$ cat src/rtl/mdu_seq.sv
// rtl/mdu_seq.sv - radix-2 sequential multiply/divide unit feeding HI/LO
module mdu_seq #(
  parameter int WIDTH = 32
) (
  input  logic             clk,
  input  logic             rst_n,
  input  logic             in_valid,
  output logic             in_ready,
  input  logic [1:0]       op,
  input  logic [WIDTH-1:0] a,
  input  logic [WIDTH-1:0] b,
  output logic             out_valid,
  input  logic             out_ready,
  output logic [WIDTH-1:0] hi,
  output logic [WIDTH-1:0] lo,
  output logic             div_zero,
  output logic             busy
);

  localparam int CW = $clog2(WIDTH) + 1;

  localparam logic [1:0] S_IDLE = 2'd0;
  localparam logic [1:0] S_CALC = 2'd1;
  localparam logic [1:0] S_FIX  = 2'd2;
  localparam logic [1:0] S_DONE = 2'd3;

  logic [1:0]         state;
  logic [CW-1:0]      cnt;
  logic               is_div;
  logic               sq;
  logic               sr;
  logic               b_zero;
  logic [WIDTH-1:0]   a_orig;
  logic [WIDTH-1:0]   ma;
  logic [WIDTH-1:0]   mb;
  // MUL: {running high half, unconsumed multiplier bits}
  // DIV: {partial remainder, dividend bits shifting out / quotient bits shifting in}
  logic [2*WIDTH-1:0] acc;

  logic [WIDTH-1:0]   abs_a;
  logic [WIDTH-1:0]   abs_b;
  logic [WIDTH:0]     mul_sum;
  logic [2*WIDTH-1:0] mul_next;
  logic [WIDTH:0]     div_shift;
  logic [WIDTH:0]     div_trial;
  logic               div_ge;
  logic [2*WIDTH-1:0] div_next;
  logic [2*WIDTH-1:0] prod_fix;
  logic [WIDTH-1:0]   quo_fix;
  logic [WIDTH-1:0]   rem_fix;

  assign in_ready = (state == S_IDLE);
  assign busy     = (state != S_IDLE);

  // Operand magnitudes for signed ops; |MIN| wraps to 2^(W-1), which is exact as unsigned.
  always_comb begin
    abs_a = (op[0] && a[WIDTH-1]) ? (~a + 1'b1) : a;
    abs_b = (op[0] && b[WIDTH-1]) ? (~b + 1'b1) : b;
  end

  // One shift-add multiply step: add multiplicand on LSB, then shift right with carry.
  always_comb begin
    mul_sum  = {1'b0, acc[2*WIDTH-1:WIDTH]} + {1'b0, (acc[0] ? ma : {WIDTH{1'b0}})};
    mul_next = {mul_sum, acc[WIDTH-1:1]};
  end

  // One restoring divide step: bring down next dividend bit, subtract if it fits.
  always_comb begin
    div_shift = {acc[2*WIDTH-1:WIDTH], acc[WIDTH-1]};
    div_trial = div_shift - {1'b0, mb};
    div_ge    = (div_shift >= {1'b0, mb});
    if (div_ge) begin
      div_next = {div_trial[WIDTH-1:0], acc[WIDTH-2:0], 1'b1};
    end else begin
      div_next = {div_shift[WIDTH-1:0], acc[WIDTH-2:0], 1'b0};
    end
  end

  // Sign restoration applied on the FIX edge.
  always_comb begin
    prod_fix = sq ? (~acc + 1'b1) : acc;
    quo_fix  = sq ? (~acc[WIDTH-1:0] + 1'b1) : acc[WIDTH-1:0];
    rem_fix  = sr ? (~acc[2*WIDTH-1:WIDTH] + 1'b1) : acc[2*WIDTH-1:WIDTH];
  end

  // Control FSM and iteration counter.
  always_ff @(posedge clk or negedge rst_n) begin
    if (!rst_n) begin
      state     <= S_IDLE;
      cnt       <= '0;
      out_valid <= 1'b0;
    end else begin
      case (state)
        S_IDLE: begin
          if (in_valid) begin
            state <= S_CALC;
            cnt   <= '0;
          end
        end
        S_CALC: begin
          cnt <= cnt + 1'b1;
          if (cnt == CW'(WIDTH - 1)) begin
            state <= S_FIX;
          end
        end
        S_FIX: begin
          state     <= S_DONE;
          out_valid <= 1'b1;
        end
        default: begin
          if (out_ready) begin
            state     <= S_IDLE;
            out_valid <= 1'b0;
          end
        end
      endcase
    end
  end

  // Operand capture at accept and datapath iteration during CALC.
  always_ff @(posedge clk or negedge rst_n) begin
    if (!rst_n) begin
      is_div <= 1'b0;
      sq     <= 1'b0;
      sr     <= 1'b0;
      b_zero <= 1'b0;
      a_orig <= '0;
      ma     <= '0;
      mb     <= '0;
      acc    <= '0;
    end else if (state == S_IDLE) begin
      if (in_valid) begin
        is_div <= op[1];
        sq     <= op[0] & (a[WIDTH-1] ^ b[WIDTH-1]);
        sr     <= op[0] & a[WIDTH-1];
        b_zero <= (b == '0);
        a_orig <= a;
        ma     <= abs_a;
        mb     <= abs_b;
        acc    <= op[1] ? {{WIDTH{1'b0}}, abs_a} : {{WIDTH{1'b0}}, abs_b};
      end
    end else if (state == S_CALC) begin
      acc <= is_div ? div_next : mul_next;
    end
  end

  // Result registers: hold the previous result until FIX, div_zero clears at accept.
  always_ff @(posedge clk or negedge rst_n) begin
    if (!rst_n) begin
      hi       <= '0;
      lo       <= '0;
      div_zero <= 1'b0;
    end else if (state == S_IDLE) begin
      if (in_valid) begin
        div_zero <= 1'b0;
      end
    end else if (state == S_FIX) begin
      if (is_div && b_zero) begin
        hi       <= a_orig;
        lo       <= {WIDTH{1'b1}};
        div_zero <= 1'b1;
      end else if (is_div) begin
        hi <= rem_fix;
        lo <= quo_fix;
      end else begin
        hi <= prod_fix[2*WIDTH-1:WIDTH];
        lo <= prod_fix[WIDTH-1:0];
      end
    end
  end

endmodule

$ cat config.mk
export PLATFORM = sky130hd
export DESIGN_NAME = mdu_seq
export DESIGN_NICKNAME = d
export VERILOG_FILES = /design/src/rtl/mdu_seq.sv
export SDC_FILE = /design/constraint.sdc
export NUM_CORES = 1
export LEC_CHECK = 0
export BUFFER_PORTS_ARGS = -buffer_cell sky130_fd_sc_hd__buf_2
export CORE_MARGIN = 4
export CORE_UTILIZATION = 35
export CTS_BUF_LIST = sky130_fd_sc_hd__clkbuf_8
export DETAILED_ROUTE_END_ITERATION = 7
export PLACE_DENSITY = 0.5
export SKIP_LAST_GASP = 1
export SLEW_MARGIN = 10
export SYNTH_ARGS = -nofsm -noshare
export SYNTH_HDL_FRONTEND = slang
export SYNTH_SLANG_ARGS = --single-unit
$ cat constraint.sdc
create_clock -name clk -period 5.55 [get_ports clk]
set_input_delay 0.2775 -clock clk [delete_from_list [all_inputs] [get_ports clk]]
set_output_delay 0.2775 -clock clk [all_outputs]
set_load 0.05 [all_outputs]
; ---- Word-level counts from Yosys, hierarchy flattened
; Index checks and enable logic that the tools add are counted.
[totals]
register_bits = 238
inputBits = 70
output_inout_bits = 68
elab_cells = 84
[classes]
add_sub_neg = 8
magnitude_cmp = 1
eq_ne = 5
muxes = 28
bitwise = 10
reduce_logical = 18
[ops]
columns = operator, n
row1 = $mux 64, 6
row2 = $mux 32, 10
row3 = $add 32x1->32 const B, 4
row4 = $not 32->32, 4
row5 = $add 64x1->64 const B, 1
row6 = $not 64->64, 1
row7 = $add 32x32->33, 1
row8 = $ge 33x32->1, 1
row9 = $logic_not 32->1, 1
row10 = $sub 32x32->32, 1
row11 = $pmux 6 s2, 1
row12 = $reduce_bool 2->1, 5
row13 = $reduce_and 2->1, 4
row14 = $add 6x1->6 const B, 1
row15 = $eq 6x5->1 const B, 1
row16 = $mux 2, 3
row17 = $mux 6, 1
row18 = $pmux 2 s3, 1
row19 = $reduce_and 3->1, 2
row20 = $mux 1, 5
row21 = $ne 2x2->1 const B, 2
row22 = $reduce_bool 4->1, 1
row23 = $logic_and 1x1->1, 3
row24 = $and 1x1->1, 2
row25 = 7 further kinds, 8

; ---- Depth between registers and ports, before layout
; Gate-level depths: netlist of the first run.
[depth]
ltp_word = 6
ltp_mapped = 14
ltp_nobuf = 13

; ---- Worst setup path after synthesis of the first run
; Ideal clock, no wire load.
[synth_timing]
path_kind = flip-flop to flip-flop
from = register acc[31]
to = register acc[62]
setup_time_ps = 121
t_arrival_ps = 3207
required_time_ps = 5429
path_slack_ps = 2222
stages_incl_launch_ff = 15
path_buffers = 1
period_less_slack_ps = 3328
path_cell_list = dfrtp_1 -> clkbuf_1 -> inv_1 -> ha_1 -> inv_1 -> fa_1 -> a211oi_1 -> o21bai_1 -> o21a_1 -> a2111oi_0 -> o21ai_0 -> a211oi_1 -> xor2_1 -> o211ai_1 -> a22o_1
[synth_between]
elab_chain_len = 5
word_cells_on_any_way = 6
cone_classes = add/sub (1) / order compare (1) / mux (4)
[synth_lines]
columns = element, line
row1 = from (decl), 38  ; logic [2*WIDTH-1:0] acc;
row2 = from (signal assigned), 140  ; acc <= op[1] ? {{WIDTH{1'b0}}, abs_a} : {{WIDTH{1'b0}}, abs_b};
row3 = from (signal assigned), 143  ; acc <= is_div ? div_next : mul_next;
row4 = $sub 32x32->32 / $ge 33x32->1 (equally long branches), "70, 71"
row5 = $mux 64 (*), 72  ; if (div_ge) begin
row6 = $mux 64 (*), 143
row7 = $mux 64 (*), 142  ; end else if (state == S_CALC) begin
row8 = $mux 64 (*), 131  ; end else if (state == S_IDLE) begin
; Mark *: on every way between the ends. The rest lies on a longest branch, timed or not. The select of a mux whose other input is x is not followed.
; A chain may end at the register's enable or synchronous reset.

; ---- Final worst setup path of the first run
[layout_timing]
from = register acc[0]
to = register acc[63]
[layout_between]
elab_chain_len = 5
[layout_lines]
columns = element, line
row1 = $mux 32, 63  ; mul_sum = {1'b0, acc[2*WIDTH-1:WIDTH]} + {1'b0, (acc[0] ? ma : {WIDTH{1'b0}})};
row2 = $add 32x32->33, 63
row3 = $mux 64, 143
row4 = $mux 64, 142
row5 = $mux 64, 131
; No other way between the ends. The select of a mux whose other input is x is not followed.

==> results of run 1 <==
==> area by class of cell <==
cell class,instances,area share (%)
inverters,79,1.52
clock buffers,55,3.87
flip-flops and latches,237,30.3
multi-input cells,1647,53.4
clock inverters,24,0.716
well taps,615,3.93
repair buffers,193,6.21
==> registers in the layout, summed over array words and instances, names as in the netlist <==
| signal | count |
|---|---|
| mb | 32 |
| b_zero | 1 |
| sq | 1 |
| cnt | 6 |
| sr | 1 |
| div_zero | 1 |
| ma | 31 |
| state | 2 |
| acc | 64 |
| out_valid | 1 |
| hi | 32 |
| is_div | 1 |
| a_orig | 32 |
| lo | 32 |
==> cells in the mapped netlist, drive strengths merged (5+ instances only) <==
| cell type | count | area (um2) |
|---|---|---|
| nand2 | 310 | 1160 |
| dfrtp | 237 | 5930 |
| o21ai | 175 | 876 |
| a21oi | 161 | 810 |
| nor2 | 146 | 548 |
| clkbuf | 108 | 405 |
| xnor2 | 106 | 928 |
| inv | 78 | 293 |
| ha | 72 | 901 |
| xor2 | 69 | 604 |
| mux2i | 49 | 490 |
| nand3 | 47 | 235 |
| and2 | 44 | 275 |
| a21o | 32 | 240 |
| nor3 | 30 | 150 |
| o22a | 29 | 254 |
| a31oi | 25 | 156 |
| o211ai | 23 | 173 |
| or3 | 23 | 149 |
| o31ai | 22 | 170 |
| a211oi | 21 | 170 |
| nand2b | 20 | 125 |
| buf | 19 | 81.3 |
| nor4 | 17 | 113 |
| o22ai | 17 | 106 |
| mux2 | 16 | 184 |
| or4 | 16 | 128 |
| o21a | 15 | 113 |
| o41ai | 15 | 131 |
| nand4 | 11 | 68.8 |
| a221o | 10 | 100 |
| and3 | 10 | 62.6 |
| o221ai | 10 | 87.6 |
| a22oi | 9 | 67.6 |
| or2 | 9 | 56.3 |
| a22o | 7 | 61.3 |
| nor2b | 7 | 43.8 |
| a32o | 6 | 60.1 |
| nand3b | 6 | 45.0 |
| o21bai | 6 | 45.0 |
| a2111oi | 5 | 43.8 |
| a211o | 5 | 43.8 |
| a21boi | 5 | 37.5 |
| o31a | 5 | 43.8 |
==> layout by cell type (no fill, tap or decap), types with 11 or more instances in the layout <==
cell / instances
sky130_fd_sc_hd__nand3_1: 47
sky130_fd_sc_hd__buf_2: 136
sky130_fd_sc_hd__clkbuf_8: 55
sky130_fd_sc_hd__nand2_1: 309
sky130_fd_sc_hd__a31oi_1: 25
sky130_fd_sc_hd__o21a_1: 15
sky130_fd_sc_hd__o211ai_1: 23
sky130_fd_sc_hd__nor2_1: 145
sky130_fd_sc_hd__inv_1: 93
sky130_fd_sc_hd__mux2_2: 15
sky130_fd_sc_hd__dlygate4sd3_1: 35
sky130_fd_sc_hd__o21ai_0: 174
sky130_fd_sc_hd__xnor2_1: 106
sky130_fd_sc_hd__o31ai_1: 21
sky130_fd_sc_hd__o41ai_1: 15
sky130_fd_sc_hd__nor4_1: 16
sky130_fd_sc_hd__ha_1: 71
sky130_fd_sc_hd__a211oi_1: 20
sky130_fd_sc_hd__nor3_1: 30
sky130_fd_sc_hd__nand2b_1: 20
sky130_fd_sc_hd__or4_1: 14
sky130_fd_sc_hd__or3_1: 22
sky130_fd_sc_hd__buf_4: 20
sky130_fd_sc_hd__a21o_1: 32
sky130_fd_sc_hd__dfrtp_1: 236
sky130_fd_sc_hd__o22ai_1: 16
sky130_fd_sc_hd__mux2i_1: 49
sky130_fd_sc_hd__a21oi_1: 160
sky130_fd_sc_hd__nand4_1: 11
sky130_fd_sc_hd__and2_1: 43
sky130_fd_sc_hd__xor2_1: 69
sky130_fd_sc_hd__o22a_1: 29
==> worst max path at each step <==
| stage | to | slack [ps] | depth (start not counted) |
|---|---|---|---|
| finish | acc[63] | 1380 | 13 |
| global route | acc[63] | 1030 | 13 |
| detailed placement | acc[63] | 1460 | 11 |
| floorplan | acc[62] | 2220 | 14 |
| CTS | acc[63] | 1400 | 11 |
| global placement | acc[36] | 1560 | 11 |
==> through the flow <==
stage / worst slack, ps / cells / power [mW] / instance area [um2]
2_1_floorplan: 2220 / 2090 / 9.90 / 17100
3_3_place_gp: 1560 / 2736 / 12.5 / 18300
3_5_place_dp: 1460 / 2736 / 12.6 / 18300
4_1_cts: 1400 / 2850 / 14.4 / 19600
5_1_grt: 1030 / 2850 / 15.5 / 19600
6_report: 1380 / 2850 / 14.4 / 19600
==> metal layers <==
metal / wire length, um / global-route usage, % / share of wire (%)
met5: 0 / 0 / 0
met4: 2390 / 8.73 / 3.6
met3: 3590 / 4.13 / 5.4
met1: 30800 / 34.5 / 46
met2: 29800 / 38.8 / 45
==> critical path: cells and delay by family, from the launching register on <==
family / cells / cell delay (ps)
buffers and inverters: 1 / 90
and+or+nand+nor: 2 / 360
adders and majority gates: 2 / 410
DFF: 1 / 680
AOI/OAI and AO/OA: 8 / 2470
==> cells by family (layout without fill, tap and decap cells) <==
family | Yosys count | in the layout
XOR/XNOR | 175 | 175
adder cells (fa/ha/maj) | 74 | 74
buffers and inverters | 206 | 351
AND/OR/NAND/NOR | 710 | 710
AO/OA/AOI/OAI | 623 | 623
flip-flops | 237 | 237
multiplexers | 65 | 65
==> power by group through the flow <==
stage | registers, mW | logic [mW] | clock network, mW
after global placement | 3.57 | 8.95 | 0
final | 3.56 | 9.06 | 1.77
after floorplan | 3.84 | 6.06 | 0
after detailed placement | 3.58 | 8.97 | 0
after CTS | 3.56 | 9.04 | 1.81
after global routing | 3.67 | 9.96 | 1.88
==> flow_metrics.tcl, run 1 <==
set metrics [dict create \
    count_of_input_and_output_buffers 137 \
    critPathArrivalTime_ps 4600 \
    placeableCoreArea_mm2 0.0480 \
    hold_class "input port to register" \
    setup_repair_after_global_routing_missed_its_margin "no" \
    irDropWorstVdd_mv 0.507 \
    synth-xor-area-share_pct 8.95 \
    synth_compound_area_share_pct 23.2 \
    synthesis.instances 2090 \
    p_sw_mw 7.54 \
    path_max_fanout 34 \
    ys.warnings.count 0 \
    reg2regPathDepth 13 \
    globalplace.congestion 0.933 \
    share_of_synthesized_flip_flops_with_an_asynchronous_set_or_reset_pct 100 \
    die_w_um 229 \
    r2r_start "acc[0]" \
    ys_types 77 \
    clock.fmax_mhz 240 \
    wl_per_cell_um 23.4 \
    max_cap_viol_count 0 \
    startpoint_type "register" \
    postCtsResizedCells 0 \
    setup.worst_path.start "acc[0]" \
    grt_max_degree 105 \
    timing.critical_path.to_type "register" \
    power_density_mw_per_mm2 735 \
    n_fill_cell 4997 \
    tritoncts "yes" \
    yosys.area_share.adder_pct 5.49 \
    most_numerous_cell_on_the_critical_path "sky130_fd_sc_hd__o21ai_0" \
    dp.final_hpwl_um 49900 \
    hold_path.startpoint "op[0]" \
    via_count_of_the_first_global_routing_pass 16300 \
    clkLatencyLatePin_ps 620 \
    multiInputGateArea_mm2 0.0105 \
    ioPinCount 138 \
    synthSimpleGateAreaFrac_pct 19.2 \
    finalMaxSlewViolations 0 \
    design.die.area_mm2 0.0526 \
    power.leakage_nw 8.63 \
    timing.final.crit_share_pct 75.1 \
    antenna_left 0 \
    muxShareOfSynthArea_pct 3.94 \
    synth-seq-area-share_pct 34.6 \
    number_of_buffers_inserted_during_clock_tree_synthesis 45 \
    fin_nets 2347 \
    avgViaCountPerCell 5.70 \
    remaining_drc_errors 0 \
    htree_levels 2 \
    crit_path_max_incr_delay_ps 680 \
    ctsHoldBuffers 35 \
    clkSlewWorstSetupHoldPaths_ps 60 \
    crit_required_ps 5990 \
    area_delta_synth_final_pct 14.2 \
    finalSetupViolCount 0 \
    initial_core_utilization_pct 35.7 \
    detailroute.via_count 16300 \
    slowest_stage "sky130_fd_sc_hd__dfrtp_1" \
    antenna_cells 0 \
    worst_hold_path.num_cells 3 \
    combinationalPowerShare_pct 63.0 \
    drtIter0Drc 1461 \
    run_status "complete, no violations" \
    globalRoute.totalOverflow 0 \
    mappedNetlistArea_mm2 0.0171 \
    detail_route.first_pass.iterations 5 \
    grt_use_total_pct 24.7 \
    fin_worst_hold_slack_ps 48.4 \
    ctsLongestPathBuffers 3 \
    ff_latch_area_mm2 0.00593 \
    switching_share_pct 52.4 \
    synth_top_family_by_area "compound AO/OA/AOI/OAI gates" \
    tightestPinTransition_ps 1130 \
    max-slew-margin-rel_pct 24.8 \
    fin_tns_setup_ps 0 \
    timing.final.crit_period_ps 4170 \
    tritoncts_num_sinks 237 \
    final_hold_violation_count 0 \
    timing.critical_path.cells "and2_1 > ha_1 > inv_1 > fa_1 > nor2b_1 > o31a_1 > o32ai_1 > o21a_1 > o21ai_0 > a221oi_1 > o21ai_0 > a2111oi_0 > o41ai_1" \
    synthesis.area_per_instance_um2 8.20 \
    layout-drive-gt1-share_pct 11.9 \
    core.rowCount 80 \
    power_frac_clock_pct 12.3 \
    route.final.wire_length_um 66500 \
    finalClockSkew_ps 54.4 \
    postCtsSetupRepairBufs 0 \
    power_internal_mw 6.84 \
    crit-reg2reg-capture "acc[63]" \
    grt_antenna_before_repair 0 \
    syn-num-nets 2234 \
    synth-main-ff-cell "sky130_fd_sc_hd__dfrtp_1" \
    ys_seq_elements 237 \
    regToRegSetupSlack_ps 1380 \
    critPathKind "register to register" \
    grt_pass1_wl_um 102000 \
    seqPwrFrac_pct 24.8 \
    synth-edff-count 0 \
    cts_root_buffer_type "sky130_fd_sc_hd__clkbuf_8" \
    worst_hold_path.endpoint "sq" \
    die_height_um 229 \
    post-route-util_pct 40.7 \
]
No activity file was read; power rests on OpenSTA's default activity.
==> run 2: changes to the inputs <==
==> constraint.sdc (replaced) <==
create_clock -name clk -period 4.3 [get_ports clk]
set_input_delay 0.215 -clock clk [delete_from_list [all_inputs] [get_ports clk]]
set_output_delay 0.215 -clock clk [all_outputs]
set_load 0.05 [all_outputs]
==> run 2 against run 1 <==
Clock-buffer cell count increased by 9. Global-route usage decreased by 0.090 points. Maximum frequency increased by 11%. Sequential power increased by 21%. Hold slack got worse by 24 ps. Largest cell class unchanged. Total power increased by 33%. Register-to-register slack got worse by 840 ps. Critical path depth decreased by 2. Worst setup slack got worse by 840 ps. Clock power increased by 45%. Final cell count increased by 2.1%.
==> flow_metrics.tcl, run 2 (synthesis gave the netlist of run 1 again) <==
set metrics [dict create \
    run_status "complete, no violations" \
    setup_repair_after_global_routing_missed_its_margin "no" \
    startpoint_type "register" \
    irDropWorstVdd_mv 0.625 \
    tightestPinTransition_ps 938 \
    largest_register_by_flop_count "acc" \
    setup.worst_path.start "acc[37]" \
    grt_use_total_pct 24.7 \
    globalplace.congestion 0.920 \
    placeableCoreArea_mm2 0.0480 \
    cts_root_buffer_type "sky130_fd_sc_hd__clkbuf_8" \
    route.final.wire_length_um 66400 \
    max_cap_viol_count 0 \
    finalMaxSlewViolations 0 \
    ioPinCount 138 \
    largest_register_ff_count 64 \
    remaining_drc_errors 0 \
    via_count_of_the_first_global_routing_pass 16300 \
    timing.final.crit_share_pct 87.3 \
    power_density_mw_per_mm2 946 \
    layout-drive-gt1-share_pct 13.6 \
    power.leakage_nw 8.96 \
    worst_setup_path_endpoint "acc[63]" \
    postCtsResizedCells 0 \
    post-place-ws_ps 589 \
    grt_max_degree 151 \
    grt_pass1_wl_um 100000 \
    area_delta_synth_final_pct 17.9 \
    critPathKind "register to register" \
    power.total_mw 19.1 \
    detailroute.via_count 16400 \
    tritoncts_num_sinks 237 \
    fin_tns_setup_ps 0 \
    timing.final.crit_period_ps 3750 \
    die_height_um 229 \
    design.die.area_mm2 0.0526 \
    tritoncts "yes" \
    finalClockSkew_ps 26.2 \
    clock.fmax_mhz 267 \
    antenna_cells 0 \
    critPathArrivalTime_ps 4250 \
    clkLatencyLatePin_ps 640 \
    ctsLongestPathBuffers 3 \
    wl_per_cell_um 22.8 \
    clkSlewWorstSetupHoldPaths_ps 60 \
    timing.critical_path.to_type "register" \
    post-route-util_pct 42.0 \
    detail_route.first_pass.iterations 6 \
    die_w_um 229 \
    max-slew-margin-rel_pct 37.5 \
    number_of_buffers_inserted_during_clock_tree_synthesis 46 \
    crit_required_ps 4800 \
    drtIter0Drc 1423 \
    final_common_cell "sky130_fd_sc_hd__nand2_1" \
    fin_worst_hold_slack_ps 24.2 \
    final_hold_violation_count 0 \
    post-route-worst-setup-slack_ps 548 \
    r2r_start "acc[37]" \
    initial_core_utilization_pct 35.7 \
    globalRoute.totalOverflow 0 \
    count_of_input_and_output_buffers 137 \
    reg2regPathDepth 11 \
    grt_antenna_before_repair 2 \
    crit-reg2reg-capture "acc[63]" \
    avgViaCountPerCell 5.64 \
    finalSetupViolCount 0 \
    dp.final_hpwl_um 50100 \
    antenna_left 0 \
    core.rowCount 80 \
    regToRegSetupSlack_ps 550 \
    postCtsSetupRepairBufs 0 \
    htree_levels 2 \
    path_max_fanout 47 \
    fin_nets 2402 \
    most-common-layout-cells "309 x sky130_fd_sc_hd__nand2_1, 236 x sky130_fd_sc_hd__dfrtp_1, 174 x sky130_fd_sc_hd__o21ai_0" \
    hold_class "input port to register" \
]
[run 2: cell count changes in the layout (fill, tap and decap cells not counted), sizes merged]
cell and delta:
buf +35, clkbuf +9, dlygate4sd3 +19, inv -2
clkinv -1, bufinv +1, clkinvlp -1
[run 2: routing by layer]
metal / GRT usage, % / part of all wire (%)
met1: 33.9 / 46
met3: 4.75 / 6.0
met5: 1.38 / 0.16
met4: 7.78 / 3.1
met2: 39.1 / 45
[run 2: worst min-delay path by stage]
stage,to,cells past startpoint,slack (ps),startpoint
5_1_grt,mb[25],3,20,b[25]
4_1_cts,mb[24],3,2,b[24]
3_5_place_dp,acc[52],1,280,rst_n
3_3_place_gp,acc[52],1,290,rst_n
6_report,mb[24],3,20,b[24]
2_1_floorplan,a_orig[0],0,-80,rst_n
[run 2: critical path, stage by stage, from the launching register on]
cell,delay (ps)
sky130_fd_sc_hd__dfrtp_1,580
sky130_fd_sc_hd__ha_1,380
sky130_fd_sc_hd__a21o_1,200
sky130_fd_sc_hd__a311o_1,370
sky130_fd_sc_hd__a221o_1,360
sky130_fd_sc_hd__a2111oi_0,500
sky130_fd_sc_hd__nor3_1,180
sky130_fd_sc_hd__o22ai_4,180
sky130_fd_sc_hd__buf_12,280
sky130_fd_sc_hd__nand2_1,90
sky130_fd_sc_hd__o211a_1,130
sky130_fd_sc_hd__o41ai_1,360
[run 2: repair_timing]
action	CTS	global route
hold buffers	54	0
endpoints found under the setup margin	0	0
hold endpoints to repair	146	0
[run 2: per-stage QoR]
stage               std cells  cell area, um2
global route             2910           20200
detailed placement       2771           18600
CTS                      2910           20200
finish                   2910           20200
floorplan                2090           17100
global placement         2771           18600
[run 2: final cells by class]
| class | instances | area (um2) |
|---|---|---|
| Timing Repair Buffer | 247 | 1710 |
| Inverter | 79 | 297 |
| Tap cell | 615 | 769 |
| Sequential cell | 237 | 5930 |
| Multi-Input combinational cell | 1647 | 10500 |
| Clock inverter | 21 | 149 |
| Clock buffer | 64 | 881 |
| Fill cell | 4984 | 27900 |
[run 2: power breakdown]
part           switching [mW]  leakage, nW  internal, mW  total, mW
clock network            1.12        0.580          1.44       2.56
registers                1.02         2.87          3.29       4.31
logic                    7.69         5.51          4.55       12.2
total                    9.82         8.96          9.29       19.1
